$ cat config.mk
export PLATFORM = sky130hd
export DESIGN_NAME = sdo_frame_rx_flat
export DESIGN_NICKNAME = d
export VERILOG_FILES = /design/src/rtl/sdo_frame_rx_if.sv /design/src/rtl/sdo_frame_rx.sv /design/src/flat_wrapper.sv
export SDC_FILE = /design/constraint.sdc
export NUM_CORES = 1
export LEC_CHECK = 0
export BUFFER_PORTS_ARGS = -buffer_cell sky130_fd_sc_hd__buf_2
export CORE_ASPECT_RATIO = 0.9
export CORE_UTILIZATION = 55
export CTS_CLUSTER_SIZE = 12
export DETAILED_ROUTE_END_ITERATION = 7
export PLACE_DENSITY_LB_ADDON = 0.12
export SLEW_MARGIN = 0
export SYNTH_ARGS = -nofsm -noshare
export SYNTH_HDL_FRONTEND = slang
export SYNTH_SLANG_ARGS = --single-unit
$ cat constraint.sdc
create_clock -name clk -period 2.5 [get_ports clk]
set_clock_uncertainty 0.1 [all_clocks]
set_input_delay 0.25 -clock clk [delete_from_list [all_inputs] [get_ports clk]]
set_output_delay 0.25 -clock clk [all_outputs]
set_load 0.1 [all_outputs]
$ cat src/rtl/sdo_frame_rx_if.sv
// rtl/sdo_frame_rx_if.sv - serial input, word output and fault pulse bundle for sdo_frame_rx
interface sdo_frame_rx_if #(parameter int WORD_W = 8);
  logic              fbi;
  logic              sdo;
  logic              par_en;
  logic [WORD_W-1:0] word_out;
  logic              word_valid;
  logic              word_ready;
  logic              par_err;
  logic              ovr_err;
  logic              tmo_err;
  logic              busy;

  modport master (
    output fbi, sdo, par_en, word_ready,
    input  word_out, word_valid, par_err, ovr_err, tmo_err, busy
  );

  modport slave (
    input  fbi, sdo, par_en, word_ready,
    output word_out, word_valid, par_err, ovr_err, tmo_err, busy
  );
endinterface

$ cat src/rtl/sdo_frame_rx.sv
// rtl/sdo_frame_rx.sv - SDO stream deserializer with parity, overrun and gap-timeout checks
module sdo_frame_rx #(
  parameter int WORD_W  = 8,
  parameter int TIMEOUT = 127
) (
  input  logic          clk,
  input  logic          rst_n,
  input  logic          iclr,
  sdo_frame_rx_if.slave bus
);
  typedef enum logic [1:0] {IDLE, DATA, PAR} state_t;

  localparam logic [5:0] LAST_CNT = 6'(WORD_W - 1);
  localparam logic [7:0] TMO_LIM  = 8'(TIMEOUT);

  state_t            state;
  logic [WORD_W-1:0] shreg;
  logic [5:0]        bit_cnt;
  logic [7:0]        gap_cnt;
  logic              par_lat;

  logic [WORD_W-1:0] shifted;
  logic              can_load;

  assign shifted  = {shreg[WORD_W-2:0], bus.sdo};
  // A word may land if the buffer is empty or is being drained on this same edge.
  assign can_load = !bus.word_valid || bus.word_ready;

  always_ff @(posedge clk or negedge rst_n) begin
    if (!rst_n) begin
      state          <= IDLE;
      shreg          <= '0;
      bit_cnt        <= '0;
      gap_cnt        <= '0;
      par_lat        <= 1'b0;
      bus.word_out   <= '0;
      bus.word_valid <= 1'b0;
      bus.par_err    <= 1'b0;
      bus.ovr_err    <= 1'b0;
      bus.tmo_err    <= 1'b0;
      bus.busy       <= 1'b0;
    end else if (iclr) begin
      state          <= IDLE;
      shreg          <= '0;
      bit_cnt        <= '0;
      gap_cnt        <= '0;
      par_lat        <= 1'b0;
      bus.word_out   <= '0;
      bus.word_valid <= 1'b0;
      bus.par_err    <= 1'b0;
      bus.ovr_err    <= 1'b0;
      bus.tmo_err    <= 1'b0;
      bus.busy       <= 1'b0;
    end else begin
      bus.par_err <= 1'b0;
      bus.ovr_err <= 1'b0;
      bus.tmo_err <= 1'b0;
      if (bus.word_valid && bus.word_ready) begin
        bus.word_valid <= 1'b0;
      end

      case (state)
        IDLE: begin
          if (bus.fbi) begin
            shreg    <= {{(WORD_W-1){1'b0}}, bus.sdo};
            bit_cnt  <= 6'd1;
            gap_cnt  <= '0;
            par_lat  <= bus.par_en;
            state    <= DATA;
            bus.busy <= 1'b1;
          end
        end

        DATA: begin
          if (bus.fbi) begin
            gap_cnt <= '0;
            shreg   <= shifted;
            bit_cnt <= bit_cnt + 6'd1;
            if (bit_cnt == LAST_CNT) begin
              if (par_lat) begin
                state <= PAR;
              end else begin
                state    <= IDLE;
                bus.busy <= 1'b0;
                if (can_load) begin
                  bus.word_out   <= shifted;
                  bus.word_valid <= 1'b1;
                end else begin
                  bus.ovr_err <= 1'b1;
                end
              end
            end
          end else if (gap_cnt == TMO_LIM) begin
            bus.tmo_err <= 1'b1;
            state       <= IDLE;
            bus.busy    <= 1'b0;
          end else begin
            gap_cnt <= gap_cnt + 8'd1;
          end
        end

        PAR: begin
          if (bus.fbi) begin
            gap_cnt  <= '0;
            state    <= IDLE;
            bus.busy <= 1'b0;
            // Even parity: data bits plus parity bit must XOR to zero.
            if (^{shreg, bus.sdo}) begin
              bus.par_err <= 1'b1;
            end else if (can_load) begin
              bus.word_out   <= shreg;
              bus.word_valid <= 1'b1;
            end else begin
              bus.ovr_err <= 1'b1;
            end
          end else if (gap_cnt == TMO_LIM) begin
            bus.tmo_err <= 1'b1;
            state       <= IDLE;
            bus.busy    <= 1'b0;
          end else begin
            gap_cnt <= gap_cnt + 8'd1;
          end
        end

        default: begin
          state    <= IDLE;
          bus.busy <= 1'b0;
        end
      endcase
    end
  end
endmodule

$ cat src/flat_wrapper.sv
// flat-port wrapper written by rule: the top's interface ports become plain ports
module sdo_frame_rx_flat 
#(
  parameter int WORD_W  = 8,
  parameter int TIMEOUT = 127
)
  (clk, rst_n, iclr, bus_fbi, bus_sdo, bus_par_en, bus_word_ready, bus_word_out, bus_word_valid, bus_par_err, bus_ovr_err, bus_tmo_err, bus_busy);
  sdo_frame_rx_if #(.WORD_W(WORD_W)) bus_i ();
  input  logic clk;
  input  logic rst_n;
  input  logic iclr;
  input wire logic [$bits(bus_i.fbi)-1:0] bus_fbi;
  input wire logic [$bits(bus_i.sdo)-1:0] bus_sdo;
  input wire logic [$bits(bus_i.par_en)-1:0] bus_par_en;
  input wire logic [$bits(bus_i.word_ready)-1:0] bus_word_ready;
  output wire logic [$bits(bus_i.word_out)-1:0] bus_word_out;
  output wire logic [$bits(bus_i.word_valid)-1:0] bus_word_valid;
  output wire logic [$bits(bus_i.par_err)-1:0] bus_par_err;
  output wire logic [$bits(bus_i.ovr_err)-1:0] bus_ovr_err;
  output wire logic [$bits(bus_i.tmo_err)-1:0] bus_tmo_err;
  output wire logic [$bits(bus_i.busy)-1:0] bus_busy;
  assign bus_i.fbi = bus_fbi;
  assign bus_i.sdo = bus_sdo;
  assign bus_i.par_en = bus_par_en;
  assign bus_i.word_ready = bus_word_ready;
  assign bus_word_out = bus_i.word_out;
  assign bus_word_valid = bus_i.word_valid;
  assign bus_par_err = bus_i.par_err;
  assign bus_ovr_err = bus_i.ovr_err;
  assign bus_tmo_err = bus_i.tmo_err;
  assign bus_busy = bus_i.busy;
  sdo_frame_rx #(.WORD_W(WORD_W), .TIMEOUT(TIMEOUT)) u_core (.clk(clk), .rst_n(rst_n), .iclr(iclr), .bus(bus_i));
endmodule
==> impl_metrics.env, run 1 <==
export IMPL_area_delta_synth_final_pct=12.0
export IMPL_grt_pass1_wl_um=6810
export IMPL_crit_path_top_delay_cell="a2111oi_0"
export IMPL_clockBufferDepth=2
export IMPL_wire_per_inst_um=14.1
export IMPL_rsz0062_at_grt="false"
export IMPL_synth_area_per_cell_um2=9.12
export IMPL_hold_path_class="input pin to flip-flop"
export IMPL_crit_required_ns=2.54
export IMPL_syn_area_um2=2150
export IMPL_status="complete, no violations"
export IMPL_slew_violations=0
export IMPL_yosysWarnings=0
export IMPL_synth_cells=236
export IMPL_dieArea_um2=4170
export IMPL_nets=272
export IMPL_crit_fanout=10
export IMPL_overflow=0
export IMPL_grt_max_degree=39
export IMPL_post_route_cells_drive_above_1_share=0.150
export IMPL_pwr_share_seq=0.483
export IMPL_cts_sinks=38
export IMPL_cp_startpoint="u_core.shreg[2]"
export IMPL_critical_path_class="flip-flop to flip-flop"
export IMPL_place_area_um2=2310
export IMPL_dieWidth_um=67.9
export IMPL_reg2reg_from="u_core.shreg[2]"
export IMPL_synthArstFlopShare=1.00
export IMPL_pwr_share_comb=0.197
export IMPL_switching_share=0.314
export IMPL_peakVddDrop_v=0.000348
export IMPL_worstSetupStartpointType="flip-flop"
export IMPL_drc_errors=0
export IMPL_period_needed_ns=2.31
export IMPL_drt_total_wl_um=4310
export IMPL_tightest_slew_ns=0.868
export IMPL_grt_pass1_vias=1462
export IMPL_synth_top_flop_cell="dfrtp_1"
export IMPL_setup_tns_final_ns=0
export IMPL_ys_seq_area_frac=0.442
export IMPL_drv_cap=0
export IMPL_start_util=0.577
export IMPL_p_switching_uw=426
export IMPL_p_per_area_nw_per_um2=563
export IMPL_die_h_um=61.3
export IMPL_synth_seq_cells=38
export IMPL_min_period_over_period=0.926
export IMPL_synthesis_nets=249
export IMPL_final_cell_mix="38 x dfrtp_1, 33 x nand2_1, 21 x nor2_1"
export IMPL_fmax_mhz=432
export IMPL_grtUsageTotal=0.227
export IMPL_rows=21
export IMPL_r2r_cells=6
export IMPL_drt_first_iter_violations=96
export IMPL_cts_max_level=2
export IMPL_via_per_inst=5.55
export IMPL_antenna_found_initial=0
export IMPL_timing_hold_violations_final=0
export IMPL_first_pass_iters=4
export IMPL_cellLeakagePower_uw=0.00108
export IMPL_r2r_end="u_core.bus.word_out[6]"
export IMPL_worstPathArrival_ns=2.35
export IMPL_cp_cell_sequence="xor2_1, xnor3_1, mux2i_1, buf_4, a2111oi_0, a211oi_1"
export IMPL_clk_pin_slew_worst_paths_ns=0.07
export IMPL_antenna_cells=0
export IMPL_cts_tree="yes"
export IMPL_dpl_hpwl_um=3030
export IMPL_cts_inserted_buffers=5
export IMPL_endpoint="u_core.bus.word_out[6]"
export IMPL_setup_violations=0
export IMPL_synth_edf_count=0
export IMPL_insertion_delay_ns=0.29
export IMPL_power_frac_clock=0.319
export IMPL_netlist_cell_type_count=43
export IMPL_core_area_um2=3730
export IMPL_gp_congestion=0.752
export IMPL_final_area_um2=2410
export IMPL_r2r_setup_slack_ns=0.19
export IMPL_critical_path_max_stage_delay_ns=0.55
export IMPL_final_common_cell="dfrtp_1"
export IMPL_numPortBuffers=19
export IMPL_via_count=1699
export IMPL_pin_count=20
export IMPL_maxSlewHeadroom=0.421
export IMPL_p_int_uw=930
export IMPL_clock_root_buffer="clkbuf_8"
export IMPL_ant_nets=0
export IMPL_cp_end_kind="flip-flop"
export IMPL_finish_utilization=0.646
## stage by stage
step / cells / hold slack [ns] / setup slack [ns] / power, µW
after floorplan: 236 / -0.146 / 0.370 / 869
after global placement: 297 / 0.300 / 0.267 / 930
after detailed placement: 297 / 0.302 / 0.214 / 934
after CTS: 306 / 0.145 / 0.192 / 1370
after global routing: 306 / 0.164 / 0.0396 / 1420
final: 306 / 0.154 / 0.186 / 1360
## final cells by class
class,count,area (µm²)
well taps,46,57.6
flip-flops and latches,38,951
inverters,12,45.0
clock buffers,7,86.3
multi-input cells,174,1100
clock inverters,1,5.00
fillers,320,1320
repair buffers,28,165
## cells by family (layout without fill, tap and decap cells)
family          Yosys count  in the layout  share of synthesized area
compound gates           55             55                      0.177
xor+xnor                  9              9                     0.0494
fa+ha+maj                 6              6                     0.0349
buf+inv                  24             48                     0.0477
flops                    38             38                      0.442
mux                       2              2                    0.00930
simple gates            102            102                      0.240
## state kept, by name (all words and copies together), names as in the netlist
| signal | cells |
|---|---|
| u_core.bus.word_out | 8 |
| u_core.gap_cnt | 8 |
| u_core.shreg | 8 |
| u_core.bit_cnt | 6 |
| u_core.state | 2 |
| u_core.bus.busy | 1 |
| u_core.bus.ovr_err | 1 |
| u_core.bus.par_err | 1 |
| u_core.bus.tmo_err | 1 |
| u_core.bus.word_valid | 1 |
| u_core.par_lat | 1 |
## synth_stat cells, types with 2 or more instances
master | n | share of area
o21ai_0 | 18 | 0.042
a2111oi_0 | 8 | 0.033
nand4b_1 | 2 | 0.0081
mux2i_1 | 2 | 0.0093
nor4b_1 | 2 | 0.0081
and3_1 | 2 | 0.0058
clkbuf_1 | 8 | 0.014
a211oi_1 | 9 | 0.031
nor3_1 | 10 | 0.023
xnor3_1 | 2 | 0.021
dfrtp_1 | 38 | 0.44
o21a_1 | 2 | 0.0070
a21oi_1 | 10 | 0.023
nor2b_1 | 11 | 0.032
xnor2_1 | 5 | 0.020
nor3b_1 | 3 | 0.010
nand3_1 | 5 | 0.012
inv_1 | 12 | 0.021
nor2_1 | 21 | 0.037
xor2_1 | 2 | 0.0081
nand2_1 | 33 | 0.058
nand2b_1 | 5 | 0.015
ha_1 | 6 | 0.035
## worst max-delay path, delay by kind of cell (launching register included)
family	cells	cell delay (ns)
buffers and inverters	1	0.18
flip-flops	1	0.44
AO/OA/AOI/OAI	2	0.65
multiplexers	1	0.17
XOR/XNOR	2	0.64
## worst min path at each step
stage	from	cells past startpoint	end
after floorplan	rst_n	0	u_core.bit_cnt[0]
after global placement	rst_n	1	u_core.gap_cnt[3]
after detailed placement	rst_n	1	u_core.gap_cnt[3]
after CTS	bus_sdo	3	u_core.shreg[0]
after global routing	bus_par_en	3	u_core.par_lat
final	bus_sdo	3	u_core.shreg[0]
## timing repair
item                                    CTS  global route
hold buffers                              1             0
setup buffers                             0             0
endpoints found under the setup margin    0             1
gates resized for setup                   0             1
endpoints found under the hold margin    38             0
## per-layer routing
layer | track usage | routed length, µm
met1 | 0.338 | 2280
met2 | 0.314 | 1830
met3 | 0.0444 | 144
met4 | 0.110 | 61
met5 | 0 | 0
## power by group through the flow
stage	combinational, µW	clock [µW]	sequential (µW)
after floorplan	116	0	753
after global placement	263	0	666
after detailed placement	267	0	667
after CTS	268	444	655
after global routing	288	471	659
final	268	433	656
(Power assumes the default switching activity.)
==> run 2, diff against run 1 <==
--- a/config.mk
+++ b/config.mk
@@ -5,9 +5,10 @@
 export SDC_FILE = /design/constraint.sdc
 export NUM_CORES = 1
 export LEC_CHECK = 0
+export ABC_AREA = 1
 export BUFFER_PORTS_ARGS = -buffer_cell sky130_fd_sc_hd__buf_2
 export CORE_ASPECT_RATIO = 0.9
-export CORE_UTILIZATION = 55
+export CORE_UTILIZATION = 49
 export CTS_CLUSTER_SIZE = 12
 export DETAILED_ROUTE_END_ITERATION = 7
 export PLACE_DENSITY_LB_ADDON = 0.12
==> impl_metrics.env, run 2 <==
export IMPL_status="complete, no violations"
export IMPL_r2r_cells=12
export IMPL_antenna_found_initial=0
export IMPL_dieArea_um2=4780
export IMPL_wire_per_inst_um=11.6
export IMPL_syn_area_um2=2210
export IMPL_switching_share=0.453
export IMPL_yosys_top_cells_count="74 x nand2_1, 42 x inv_1, 38 x dfrtp_1"
export IMPL_endpoint="u_core.bus.word_out[3]"
export IMPL_pwr_share_comb=0.415
export IMPL_synth_simple_area_share=0.312
export IMPL_synth_top_family_by_area="simple AND/OR/NAND/NOR gates"
export IMPL_r2r_setup_slack_ns=0.45
export IMPL_pwr_share_seq=0.366
export IMPL_cellLeakagePower_uw=0.00128
export IMPL_grtUsageTotal=0.216
export IMPL_place_ws_ns=0.486
export IMPL_drt_first_iter_violations=81
export IMPL_ys_seq_area_frac=0.431
export IMPL_pin_count=20
export IMPL_yosysWarnings=0
export IMPL_fin_cells=387
export IMPL_grt_pass1_vias=1783
export IMPL_synth_area_top_cells="dfrtp_1 43%, nand2_1 13%, nand3_1 7.7%, inv_1 7.1%, o21ai_0 5.7%"
export IMPL_cp_startpoint="u_core.state[1]"
export IMPL_dieWidth_um=72.8
export IMPL_synth_edf_count=0
export IMPL_synthesis_nets=315
export IMPL_critical_path_class="flip-flop to flip-flop"
export IMPL_drv_cap=0
export IMPL_dpl_hpwl_um=3300
export IMPL_worstSetupStartpointType="flip-flop"
export IMPL_cts_repair_resized=0
export IMPL_timing_hold_violations_final=0
export IMPL_cts_tree="yes"
export IMPL_gp_congestion=0.924
export IMPL_p_switching_uw=907
export IMPL_synthAdderAreaFrac=0.0340
export IMPL_synthArstFlopShare=1.00
export IMPL_synth_xor_area_frac=0.00793
export IMPL_hold_path_class="input pin to flip-flop"
export IMPL_setup_tns_final_ns=0
export IMPL_rsz0062_at_grt="false"
export IMPL_clock_root_buffer="clkbuf_8"
export IMPL_yosys_mux_area_fraction=0
export IMPL_maxSlewHeadroom=0.427
export IMPL_cts_inserted_buffers=5
export IMPL_r2r_end="u_core.bus.word_out[3]"
export IMPL_rows=22
export IMPL_yosysMostFrequentCell="nand2_1"
export IMPL_crit_fanout=9
export IMPL_slew_violations=0
export IMPL_ant_nets=0
export IMPL_period_needed_ns=2.05
export IMPL_cts_sinks=38
export IMPL_reg_largest_list="u_core.bus.word_out x8, u_core.gap_cnt x8, u_core.shreg x8"
export IMPL_via_count=1935
export IMPL_via_per_inst=5.00
export IMPL_numPortBuffers=19
export IMPL_worstPathArrival_ns=2.13
export IMPL_grt_pass1_wl_um=7850
export IMPL_synth_compound_area_frac=0.118
export IMPL_p_int_uw=1090
export IMPL_synth_seq_cells=38
export IMPL_grt_max_degree=39
export IMPL_yosysTopAreaCellShare=0.431
export IMPL_core_area_um2=4210
export IMPL_reg2reg_from="u_core.state[1]"
export IMPL_peakVddDrop_v=0.000490
export IMPL_synth_cells=302
export IMPL_drt_total_wl_um=4500
export IMPL_area_delta_synth_final_pct=12.0
export IMPL_start_util=0.524
export IMPL_synth_area_leader_cell="dfrtp_1"
export IMPL_place_area_um2=2370
export IMPL_clk_pin_slew_worst_paths_ns=0.07
export IMPL_final_area_um2=2470
export IMPL_die_h_um=65.7
export IMPL_final_common_cell="nand2_1"
export IMPL_setup_violations=0
export IMPL_final_cell_mix="74 x nand2_1, 42 x inv_1, 38 x dfrtp_1"
export IMPL_min_period_over_period=0.820
export IMPL_post_route_cells_drive_above_1_share=0.147
export IMPL_drc_errors=0
export IMPL_finish_utilization=0.587
export IMPL_tightest_slew_ns=0.859
export IMPL_first_pass_iters=5
export IMPL_netlist_cell_type_count=32
export IMPL_overflow=0
export IMPL_synth_area_per_cell_um2=7.31
export IMPL_dp_cells=378
export IMPL_insertion_delay_ns=0.29
export IMPL_synth_top_flop_cell="dfrtp_1"
export IMPL_fmax_mhz=488
export IMPL_fin_ws_ns=0.451
export IMPL_p_per_area_nw_per_um2=809
export IMPL_power_frac_clock=0.218
export IMPL_cts_max_level=2
export IMPL_antenna_cells=0
export IMPL_cp_end_kind="flip-flop"
export IMPL_crit_required_ns=2.58
export IMPL_nets=339
export IMPL_clockBufferDepth=2
-- run 2: worst min-delay path by stage --
stage / slack [ns] / start / cells after the start / to
6_report: 0.09 / bus_par_en / 3 / u_core.par_lat
5_1_grt: 0.12 / bus_par_en / 3 / u_core.par_lat
4_1_cts: 0.09 / bus_par_en / 3 / u_core.par_lat
3_5_place_dp: 0.31 / rst_n / 1 / u_core.bus.word_out[0]
3_3_place_gp: 0.31 / rst_n / 1 / u_core.bus.word_out[5]
2_1_floorplan: -0.15 / rst_n / 0 / u_core.bit_cnt[0]
-- run 2: through the flow --
stage               power, µW  hold WS [ns]
global route             2140         0.116
CTS                      2020        0.0877
finish                   2000        0.0911
global placement         1560         0.311
detailed placement       1570         0.308
floorplan                1400        -0.146
-- run 2: cell type report --
cell class                      count  area [µm²]
Tap cell                           60        75.1
Sequential cell                    38         951
Clock inverter                      1        5.00
Multi-Input combinational cell    209        1040
Timing Repair Buffer               23         128
Inverter                           49         186
Clock buffer                        7        86.3
Fill cell                         416        1740
-- run 2: power groups by stage --
stage               clock, µW  sequential [µW]  combinational, µW
finish                    437              733                832
global route              479              742                922
CTS                       451              733                832
detailed placement          0              745                828
global placement            0              743                816
floorplan                   0              983                416
-- run 2: cells by family after synthesis --
group | Yosys count
AND/OR/NAND/NOR | 151
buffers and inverters | 55
AO/OA/AOI/OAI | 50
flip-flops | 38
adder cells (fa/ha/maj) | 6
XOR/XNOR | 2
-- run 2: repair_timing --
item	4_1_cts	5_1_grt
setup endpoints to repair	0	0
buffers inserted	0	0
hold buffers	1	0
hold endpoints to repair	36	0
-- run 2: routing by layer --
metal	vias to the layer above	global-route usage	wire length, µm
met5	-	0	0
met1	887	0.291	2360
li1	1009	-	-
met4	0	0.0882	48
met2	34	0.339	1950
met3	5	0.0429	134
-- run 2: worst max-delay path, cell delays in order, from the launching register on --
cell	delay (ns)
dfrtp_1	0.40
inv_1	0.09
ha_1	0.21
inv_1	0.15
nand2_1	0.09
inv_1	0.08
nor2_1	0.06
nor2_1	0.14
nand4_1	0.15
nand2_2	0.18
nand2_2	0.14
nand2_1	0.08
nand2_1	0.05
==> run 3, diff against run 2 <==
==> constraint.sdc (replaced) <==
create_clock -name clk -period 1.9 [get_ports clk]
set_clock_uncertainty 0.1 [all_clocks]
set_input_delay 0.19 -clock clk [delete_from_list [all_inputs] [get_ports clk]]
set_output_delay 0.19 -clock clk [all_outputs]
set_load 0.1 [all_outputs]
==> impl_metrics.env, run 3 (synthesis gave the netlist of run 2 again) <==
export IMPL_rsz0062_at_grt="true"
export IMPL_antenna_cells=0
export IMPL_crit_path_top_delay_cell="dfrtp_1"
export IMPL_slew_violations=0
export IMPL_via_count=1979
export IMPL_dpl_hpwl_um=3430
export IMPL_cellLeakagePower_uw=0.00140
export IMPL_critical_path_max_stage_delay_ns=0.44
export IMPL_drt_first_iter_violations=157
export IMPL_final_cell_mix="70 x nand2_1, 37 x dfrtp_1, 35 x inv_1"
export IMPL_start_util=0.524
export IMPL_crit_required_ns=1.98
export IMPL_worstPathArrival_ns=1.89
export IMPL_maxSlewHeadroom=0.676
export IMPL_hold_path_class="input pin to flip-flop"
export IMPL_drc_errors=0
export IMPL_path_delay_family="simple AND/OR/NAND/NOR gates"
export IMPL_wire_per_inst_um=11.6
export IMPL_drv_cap=0
export IMPL_critPathBufInv=2
export IMPL_pwr_share_comb=0.459
export IMPL_nets=353
export IMPL_period_needed_ns=1.81
export IMPL_fin_ws_ns=0.0892
export IMPL_clockBufferDepth=2
export IMPL_peakVddDrop_v=0.000513
export IMPL_nFillCells=378
export IMPL_grt_pass1_vias=1835
export IMPL_rows=22
export IMPL_core_area_um2=4210
export IMPL_p_int_uw=1590
export IMPL_place_ws_ns=0.0288
export IMPL_pwr_share_seq=0.344
export IMPL_power_frac_clock=0.197
export IMPL_dieArea_um2=4780
export IMPL_grtUsageTotal=0.222
export IMPL_reg_largest_list="u_core.bus.word_out x8, u_core.gap_cnt x8, u_core.shreg x8"
export IMPL_insertion_delay_ns=0.28
export IMPL_fmax_mhz=552
export IMPL_grt_pass1_wl_um=8160
export IMPL_via_per_inst=4.94
export IMPL_status="complete, no violations"
export IMPL_first_pass_iters=4
export IMPL_pin_count=20
export IMPL_die_h_um=65.7
export IMPL_switching_share=0.443
export IMPL_final_common_cell="nand2_1"
export IMPL_p_per_area_nw_per_um2=1050
export IMPL_cts_sinks=38
export IMPL_ant_nets=0
export IMPL_setup_violations=0
export IMPL_grt_max_degree=21
export IMPL_cp_cell_sequence="ha_4, nand2_4, nor2_4, nand2_4, nor3_4, nand3_4, nand2_4, inv_4, nand2_1, nand2_1, nand2_1, inv_1"
export IMPL_timing_hold_violations_final=0
export IMPL_worstSetupStartpointType="flip-flop"
export IMPL_numPortBuffers=19
export IMPL_antenna_found_initial=0
export IMPL_tightest_slew_ns=0.489
export IMPL_crit_fanout=7
export IMPL_critical_path_class="flip-flop to flip-flop"
export IMPL_cts_tree="yes"
export IMPL_gp_congestion=0.931
export IMPL_drt_total_wl_um=4640
export IMPL_clk_pin_slew_worst_paths_ns=0.08
export IMPL_clock_root_buffer="clkbuf_8"
export IMPL_p_switching_uw=1260
export IMPL_cts_inserted_buffers=5
export IMPL_post_route_cells_drive_above_1_share=0.238
export IMPL_area_delta_synth_final_pct=23.1
export IMPL_min_period_over_period=0.953
export IMPL_dieWidth_um=72.8
export IMPL_overflow=0
export IMPL_cts_max_level=2
export IMPL_cp_end_kind="flip-flop"
export IMPL_hold_ws_ns=0.0438
-- run 3: cell type report --
cell class | instances | area (µm²) | area share
multi-input combinational | 209 | 1150 | 0.424
sequential | 38 | 952 | 0.350
timing repair buffer | 37 | 258 | 0.0948
inverter | 49 | 189 | 0.0695
clock buffer | 7 | 86.3 | 0.0318
tap | 60 | 75.1 | 0.0276
clock inverter | 1 | 5.00 | 0.00184
-- run 3: worst min-delay path, delay by kind of cell --
family                 cells  cell delay, ns
and+or+nand+nor            2            0.13
buffers and inverters      1            0.07
-- run 3: final timing paths --
kind | endpoint | cells past startpoint | slack [ns] | start
worst max-delay path | u_core.gap_cnt[6] | 12 | 0.09 | u_core.gap_cnt[1]
worst min-delay path | u_core.par_lat | 3 | 0.04 | bus_par_en
worst max register to register | u_core.gap_cnt[6] | 12 | 0.09 | u_core.gap_cnt[1]
worst min register to register | u_core.bus.word_out[1] | 2 | 0.37 | u_core.bus.word_out[1]
max in group asynchronous | u_core.gap_cnt[1] | 3 | 0.95 | rst_n
min in group asynchronous | u_core.shreg[7] | 2 | 0.29 | rst_n
-- run 3: power by group through the flow --
| stage | clock, µW | combinational, µW | sequential [µW] |
|---|---|---|---|
| floorplan | 0 | 547 | 1290 |
| global placement | 0 | 1150 | 978 |
| detailed placement | 0 | 1160 | 980 |
| CTS | 583 | 1160 | 964 |
| global route | 614 | 1450 | 991 |
| finish | 563 | 1310 | 983 |
-- run 3: metal layers --
metal,part of all wire,global-route usage
met5,0,0
met4,0.0073,0.0686
met3,0.031,0.0475
met2,0.43,0.336
met1,0.53,0.315
-- run 3: per-stage QoR --
stage	util	area (µm²)	std cells	TNS, ns	power, µW
after floorplan	-	2210	302	0	1840
after global placement	0.582	2450	385	0	2130
after detailed placement	0.582	2450	385	0	2140
after CTS	0.606	2550	394	0	2710
after global routing	0.646	2720	401	-0.0873	3050
final	0.646	2720	401	0	2860
-- run 3: repair_timing --
item,CTS,global route
hold buffers,1,0
gates resized for setup,0,32
buffers inserted,0,7
endpoints found under the setup margin,0,19
endpoints found under the hold margin,18,0
